[config.mk]
export PLATFORM = sky130hd
export DESIGN_NAME = regfile_write_queue
export DESIGN_NICKNAME = d
export VERILOG_FILES = /design/src/rtl/regfile_pkg.sv /design/src/rtl/wb_fwd_match.sv /design/src/rtl/regfile_write_queue.sv
export SDC_FILE = /design/constraint.sdc
export NUM_CORES = 1
export LEC_CHECK = 0
export CAP_MARGIN = 20
export CORE_UTILIZATION = 60
export CTS_CLUSTER_SIZE = 28
export DETAILED_ROUTE_END_ITERATION = 16
export GPL_TIMING_DRIVEN = 0
export PLACE_DENSITY = 0.87
export SLEW_MARGIN = 20
export SYNTH_ARGS = -nofsm -noshare
export SYNTH_HDL_FRONTEND = slang
export SYNTH_SLANG_ARGS = --single-unit
[constraint.sdc]
create_clock -name clock -period 6.3 [get_ports clock]
set_clock_uncertainty 0.2 [all_clocks]
set_input_delay 1.575 -clock clock [delete_from_list [all_inputs] [get_ports clock]]
set_output_delay 1.575 -clock clock [all_outputs]
set_load 0.005 [all_outputs]
[src/rtl/regfile_pkg.sv]
// regfile_pkg
// Shared definitions for RegFile and its write-back initiators.
//   RF_ADDR_W  : register index width
//   RF_DATA_W  : register data width
//   wb_entry_t : one pending register write {wreg, data}
package regfile_pkg;

  localparam int RF_ADDR_W = 5;
  localparam int RF_DATA_W = 32;

  typedef struct packed {
    logic [RF_ADDR_W-1:0] wreg;
    logic [RF_DATA_W-1:0] data;
  } wb_entry_t;

endpackage

[src/rtl/wb_fwd_match.sv]
// wb_fwd_match
// Priority match over the write-back queue storage. Entries are visited
// oldest to youngest, starting at the read pointer, so the last match
// found is the youngest write to the lookup index.
//   ent_reg/ent_data : queue storage arrays (indexed by physical slot)
//   rd_ptr           : slot of the oldest valid entry
//   occupancy        : number of valid entries
//   lookup           : register index to search for
//   hit/data         : youngest match, or 0/0 on a miss
module wb_fwd_match
  import regfile_pkg::*;
#(
  parameter int DEPTH  = 4,
  parameter int ADDR_W = RF_ADDR_W,
  parameter int DATA_W = RF_DATA_W
) (
  input  logic [ADDR_W-1:0]        ent_reg  [DEPTH],
  input  logic [DATA_W-1:0]        ent_data [DEPTH],
  input  logic [$clog2(DEPTH)-1:0] rd_ptr,
  input  logic [$clog2(DEPTH):0]   occupancy,
  input  logic [ADDR_W-1:0]        lookup,
  output logic                     hit,
  output logic [DATA_W-1:0]        data
);

  localparam int PTR_W = $clog2(DEPTH);
  localparam int CNT_W = PTR_W + 1;

  logic [PTR_W-1:0] idx;

  always_comb begin
    hit  = 1'b0;
    data = '0;
    idx  = '0;
    for (int k = 0; k < DEPTH; k++) begin
      // pointer arithmetic wraps naturally at DEPTH (power of two)
      idx = rd_ptr + PTR_W'(k);
      if ((CNT_W'(k) < occupancy) && (ent_reg[idx] == lookup)) begin
        hit  = 1'b1;
        data = ent_data[idx];
      end
    end
  end

endmodule

[src/rtl/regfile_write_queue.sv]
// regfile_write_queue
// Buffered write-back initiator for RegFile. Register results are accepted
// over a valid/ready handshake into a DEPTH-entry circular buffer and
// committed in order, at most one per cycle, on the RegFile write port.
// Two combinational lookups expose queued, not-yet-committed writes.
//   clock, reset_n          : clock, async active-low reset
//   in_valid/in_ready       : enqueue handshake (in_ready = !full)
//   in_reg/in_data          : write to enqueue
//   wb_stall                : holds the head, suppresses the commit
//   RegWrite/WriteReg/WriteData : RegFile write port (zeros when empty)
//   fwd_reg1/2, fwd_hit1/2, fwd_data1/2 : forwarding lookups
//   count/empty/full        : occupancy status (from registers only)
module regfile_write_queue
  import regfile_pkg::*;
#(
  parameter int DEPTH  = 4,
  parameter int ADDR_W = RF_ADDR_W,
  parameter int DATA_W = RF_DATA_W
) (
  input  logic                   clock,
  input  logic                   reset_n,
  input  logic                   in_valid,
  output logic                   in_ready,
  input  logic [ADDR_W-1:0]      in_reg,
  input  logic [DATA_W-1:0]      in_data,
  input  logic                   wb_stall,
  output logic                   RegWrite,
  output logic [ADDR_W-1:0]      WriteReg,
  output logic [DATA_W-1:0]      WriteData,
  input  logic [ADDR_W-1:0]      fwd_reg1,
  input  logic [ADDR_W-1:0]      fwd_reg2,
  output logic                   fwd_hit1,
  output logic                   fwd_hit2,
  output logic [DATA_W-1:0]      fwd_data1,
  output logic [DATA_W-1:0]      fwd_data2,
  output logic [$clog2(DEPTH):0] count,
  output logic                   empty,
  output logic                   full
);

  localparam int PTR_W = $clog2(DEPTH);
  localparam int CNT_W = PTR_W + 1;

  logic [ADDR_W-1:0] ent_reg  [DEPTH];
  logic [DATA_W-1:0] ent_data [DEPTH];
  logic [PTR_W-1:0]  rd_ptr;
  logic [PTR_W-1:0]  wr_ptr;
  logic              push;
  logic              pop;

  assign empty    = (count == '0);
  assign full     = (count == CNT_W'(DEPTH));
  // ready looks only at the registered count, never at wb_stall or a pop
  assign in_ready = !full;
  assign push     = in_valid && in_ready;
  assign RegWrite = !empty && !wb_stall;
  assign pop      = RegWrite;

  assign WriteReg  = empty ? '0 : ent_reg[rd_ptr];
  assign WriteData = empty ? '0 : ent_data[rd_ptr];

  always_ff @(posedge clock or negedge reset_n) begin
    if (!reset_n) begin
      rd_ptr <= '0;
      wr_ptr <= '0;
      count  <= '0;
    end else begin
      if (push) wr_ptr <= wr_ptr + PTR_W'(1);
      if (pop)  rd_ptr <= rd_ptr + PTR_W'(1);
      case ({push, pop})
        2'b10:   count <= count + CNT_W'(1);
        2'b01:   count <= count - CNT_W'(1);
        default: count <= count;
      endcase
    end
  end

  // Storage is left uncleared by reset; validity comes from count alone.
  always_ff @(posedge clock) begin
    if (push) begin
      ent_reg[wr_ptr]  <= in_reg;
      ent_data[wr_ptr] <= in_data;
    end
  end

  wb_fwd_match #(
    .DEPTH (DEPTH),
    .ADDR_W(ADDR_W),
    .DATA_W(DATA_W)
  ) u_fwd1 (
    .ent_reg  (ent_reg),
    .ent_data (ent_data),
    .rd_ptr   (rd_ptr),
    .occupancy(count),
    .lookup   (fwd_reg1),
    .hit      (fwd_hit1),
    .data     (fwd_data1)
  );

  wb_fwd_match #(
    .DEPTH (DEPTH),
    .ADDR_W(ADDR_W),
    .DATA_W(DATA_W)
  ) u_fwd2 (
    .ent_reg  (ent_reg),
    .ent_data (ent_data),
    .rd_ptr   (rd_ptr),
    .occupancy(count),
    .lookup   (fwd_reg2),
    .hit      (fwd_hit2),
    .data     (fwd_data2)
  );

endmodule

Yosys cells after proc, flatten, opt, wreduce, memory -nomap -nowiden
Index checks and enable logic that the tools add are counted.
Widths: inputs -> output; s select.
{"block": "op_classes", "add_sub_neg": 6, "n_lt_le_gt_ge": 10, "eq_ne": 11, "muxes": 49, "bitwise_logic": 5, "n_reduce_logical": 16}
{"op": "$mux 32", "n": 18}
{"op": "$bmux 32 s2", "n": 4}
{"op": "$bwmux 128", "n": 1}
{"op": "$demux 32 s2", "n": 1}
{"op": "$mux 5", "n": 10}
{"op": "$bmux 5 s2", "n": 4}
{"op": "$eq 5x5->1", "n": 8}
{"op": "$bwmux 20", "n": 1}
{"op": "$ge 3x3->1 const B", "n": 5}
{"op": "$not 2->3", "n": 5}
{"op": "$logic_and 1x1->1", "n": 11}
{"op": "$demux 5 s2", "n": 1}
{"op": "$mux 1", "n": 8}
{"op": "$lt 1x3->1 const A", "n": 2}
{"op": "$lt 2x3->1 const A", "n": 2}
{"op": "$pmux 3 s2", "n": 1}
{"op": "$add 2x1->2 const B", "n": 2}
{"op": "$add 2x2->2 const B", "n": 2}
{"op": "$add 3x1->3 const B", "n": 1}
{"op": "$eq 3x3->1 const B", "n": 1}
{"op": "$logic_not 1->1", "n": 3}
{"op": "$logic_not 3->1", "n": 1}
{"op": "$lt 3x1->1 const B", "n": 1}
{"op": "$sub 3x1->3 const B", "n": 1}
{"op": "3 further kinds", "n": 3}
{"block": "word_totals", "register_bits": 155, "output_inout_bits": 110, "elab_cells": 108}

Longest topological paths before layout
{"block": "depth", "depth_word": 10, "depth_mapped": 11, "ltp_nobuf": 9}

By module
Synthesis repeated with hierarchy kept, for this count alone.
{"block": "hier_totals", "cells_unflattened": 1602, "area_unflattened_um2": 16141.7}
{"module": "wb_fwd_match", "instances": 2, "cells_per_inst": 665, "area_per_inst_um2": 5072.4, "seq_area_each_um2": 0.0}
{"module": "regfile_write_queue", "instances": 1, "cells_per_inst": 272, "area_per_inst_um2": 5997.0, "seq_area_each_um2": 4619.4}

Worst setup path after synthesis
Ideal clock, no wire load.
{"block": "synth_path", "path_kind": "input to output", "start": "in fwd_reg2[1]", "end": "out fwd_data2[31]", "arrival_time_ns": 3.336, "required_time_ns": 4.525, "slack_ns": 1.189, "stages": 9, "cell_sequence": "buf_1 > nor2b_1 > mux2_2 > o21ai_1 > nor4b_4 > clkbuf_1 > o211ai_1 > o211ai_1 > a31o_1"}
{"block": "synth_via", "elab_chain_len": 6}
{"element": "start, declared", "line_no": "regfile_write_queue.sv:31", "rtl": "input logic [ADDR_W-1:0] fwd_reg2,"}
{"element": "$eq 5x5->1", "line_no": "wb_fwd_match.sv:38", "rtl": "if ((CNT_W'(k) < occupancy) && (ent_reg[idx] == lookup)) begin"}
{"element": "$logic_and 1x1->1", "line_no": "wb_fwd_match.sv:38"}
{"element": "$mux 32 (3 in a row)", "line_no": "wb_fwd_match.sv:38"}
{"element": "$mux 32 *", "line_no": "wb_fwd_match.sv:38"}
{"element": "end, declared", "line_no": "regfile_write_queue.sv:35", "rtl": "output logic [DATA_W-1:0] fwd_data2,"}
Mark *: on every way between the ends. The rest lies on a longest branch, timed or not.

Final worst setup path
{"block": "layout_path", "start": "in fwd_reg2[4]", "end": "out fwd_data2[31]"}
The elaborated chain is that of the path after synthesis.

==> flow_metrics.py <==
metrics = {
    "run_status": {
        "status": "completed",
    },
    "grt": {
        "overflow": 0,
        "grt_max_degree": 21,
        "grt_pass1_wl_um": 53100,
        "grt_util_all_layers_pct": 38.3,
        "grt_pass1_vias": 9972,
        "antenna_found_initial": 0,
    },
    "worst_setup_path": {
        "arrival_ns": 4.50,
        "reg2reg_depth": 7,
        "cp_max_fo": 10,
        "cp-start-kind": "input pin",
        "crit_type": "input pin to primary output",
        "setup.worst_path.end_class": "primary output",
        "cp.required_ns": 4.53,
    },
    "sta": {
        "drv_slew": 0,
        "worst_pin_slew_ns": 0.856,
        "rsz0062_at_grt": "no",
        "setup_ws_ns": 0.0292,
        "max_slew_margin_pct": 43.0,
        "period_share_pct": 99.5,
        "setup_violations": 0,
        "max_freq_mhz": 159,
        "final-hold-violation-count": 0,
        "fin_crit_ns": 6.27,
    },
    "logic_synthesis": {
        "synthAdderAreaFrac_pct": 1.04,
        "synthCells": 1147,
        "muxShareOfSynthArea_pct": 19.7,
        "ys_types": 47,
        "yosysTopAreaCellShare_pct": 40.9,
        "async_flop_share_pct": 4.52,
        "synth_flop_cell": "edfxtp_1",
        "syn_nets": 1207,
        "synth_top_family_by_area": "multiplexers",
        "ys_warn_count": 0,
        "syn_area_um2": 10900,
        "ys_ff_latch": 155,
        "synth-simple-area-share_pct": 11.0,
        "synth_edf_count": 148,
        "synth.area.top_cells": "edfxtp_1 41%, mux2i_1 10%, mux2_2 6.7%, o21ai_0 6.7%, a21oi_1 5.5%",
        "synth_compound_area_share_pct": 16.7,
        "synth.avg_cell_area_um2": 9.48,
        "synth_xor_area_share_pct": 3.95,
        "synth_top_area_cell": "edfxtp_1",
        "yosysSeqAreaShare_pct": 42.5,
    },
    "drt": {
        "drtIter0Drc": 1914,
        "routed_wl_um": 35400,
        "remaining_drc_errors": 0,
        "dr.pass1.iters": 10,
        "final_antenna_net_count": 0,
        "routedWlPerCell_um": 22.6,
        "route.vias.total": 10500,
        "vias_per_cell": 6.73,
    },
    "placed_design": {
        "pre_cts_slack_ns": -0.0442,
        "io_buffers": 156,
        "dp_cells": 1532,
        "hpwl_um": 24400,
        "gp_congestion": 0.988,
    },
    "cells_and_area": {
        "antenna_cells": 0,
        "multi_input_area_um2": 5710,
        "layout_common_cells": "155 x clkdlybuf4s50_1, 148 x edfxtp_1, 145 x o21ai_0",
        "nets": 1386,
        "final_common_cell": "clkdlybuf4s50_1",
        "drive_gt1_share_pct": 14.5,
        "syn_to_final_growth_pct": 23.5,
        "stdcell_count": 1564,
        "area.sequential_um2": 4620,
        "largest_reg_flops": 128,
        "fillers": 1155,
        "final_util_pct": 76.9,
    },
    "min_path": {
        "min_path_cells": 2,
        "worstHoldPathType": "flop to flop",
    },
    "clock_network": {
        "htreeDepth": 4,
        "clk_latency_ns": 0.44,
        "clockBufferDepth": 2,
        "cts_setup_buffers": 0,
        "cts_root_buffer": "clkbuf_16",
        "clk_pin_slew_worst_paths_ns": 0.06,
        "cts_hold_buf": 0,
        "cts_num_sinks": 155,
        "cts_made_buffers": 17,
        "cts_tree": "built",
    },
    "pwr": {
        "ir_worst_vdd_mv": 0.333,
        "p_per_area_nw_per_um2": 522,
        "p_leak_uw": 0.00523,
    },
    "floorplan": {
        "ios": 161,
        "initial_core_util_pct": 62.2,
        "core_area_um2": 17500,
        "die_y_um": 137,
        "die_area_um2": 18700,
        "die_w_um": 137,
        "rows": 48,
    },
    "flow_run": {
        "maxCapViolCount": 0,
    },
}
## repair_timing
item	in CTS	in global routing
pin swaps	0	1
endpoints found under the setup margin	4	33
gates resized for setup	3	7
## per-stage QoR
stage	power, uW	hold WS (ns)	cell area (um2)	setup TNS, ns
finish	7010	0.425	13400	0
CTS	6830	0.432	13400	0
floorplan	4060	0.365	10900	0
global route	7300	0.454	13400	0
global placement	5640	0.409	12700	-0.0357
detailed placement	5770	0.418	12800	-0.0442
## kinds of logic after synthesis
| family | after synthesis |
|---|---|
| adder cells (fa/ha/maj) | 9 |
| AND/OR/NAND/NOR | 287 |
| AO/OA/AOI/OAI | 329 |
| flip-flops | 155 |
| XOR/XNOR | 49 |
| buffers and inverters | 129 |
| multiplexers | 189 |
## layout make-up
cell class,instances,share of cell area [%]
Buffer,92,3.22
Clock buffer,20,3.40
Clock inverter,12,1.02
Inverter,37,1.03
Multi-Input combinational cell,863,42.5
Sequential cell,155,34.4
Tap cell,225,2.09
Timing Repair Buffer,160,12.3
## path summary, 6_finish.rpt
check                      slack [ns]        start             to
setup / recovery                 0.03  fwd_reg2[4]  fwd_data2[31]
hold / removal                   0.43    wr_ptr[0]      wr_ptr[0]
setup reg to reg                 3.59    rd_ptr[1]      rd_ptr[1]
hold reg to reg                  0.43    wr_ptr[0]      wr_ptr[0]
max in group asynchronous        4.43      reset_n      rd_ptr[1]
min in group asynchronous        1.21      reset_n       count[0]
## critical path, cell delays in order
cell             delay [ns]
clkdlybuf4s50_1        0.62
xnor2_1                0.17
o21ai_1                0.13
nor4b_4                0.55
clkbuf_2               0.39
o211ai_1               0.13
o211ai_1               0.12
a31o_1                 0.25
clkdlybuf4s50_1        0.54
## per-layer routing
| layer | vias to the layer above | GRT usage [%] | wire length [um] |
|---|---|---|---|
| met5 | - | 0 | 0 |
| met2 | 1010 | 58.3 | 15600 |
| met3 | 207 | 9.00 | 4970 |
| met1 | 4824 | 50.7 | 13000 |
| li1 | 4492 | - | - |
| met4 | 0 | 20.6 | 1810 |
## power breakdown
part	internal [uW]	switching, uW
Clock	607	429
Sequential	1370	120
Combinational	1930	2550
## synthesized netlist by cell type, types with 4 or more instances
master	n
a21oi_1	120
buf_2	30
clkbuf_1	44
and3_1	4
edfxtp_1	148
dfrtp_1	7
o21ai_0	145
ha_1	9
xor2_1	17
buf_4	4
a31o_1	4
mux2i_1	109
xnor2_1	32
inv_1	36
nor3_1	14
nand2_1	136
nor2_1	108
buf_6	4
o21ai_1	15
a31o_2	26
mux4_2	13
mux2_2	65
a211oi_1	5
nor2b_1	10
buf_1	10
Power figures use the tool's default switching activity.
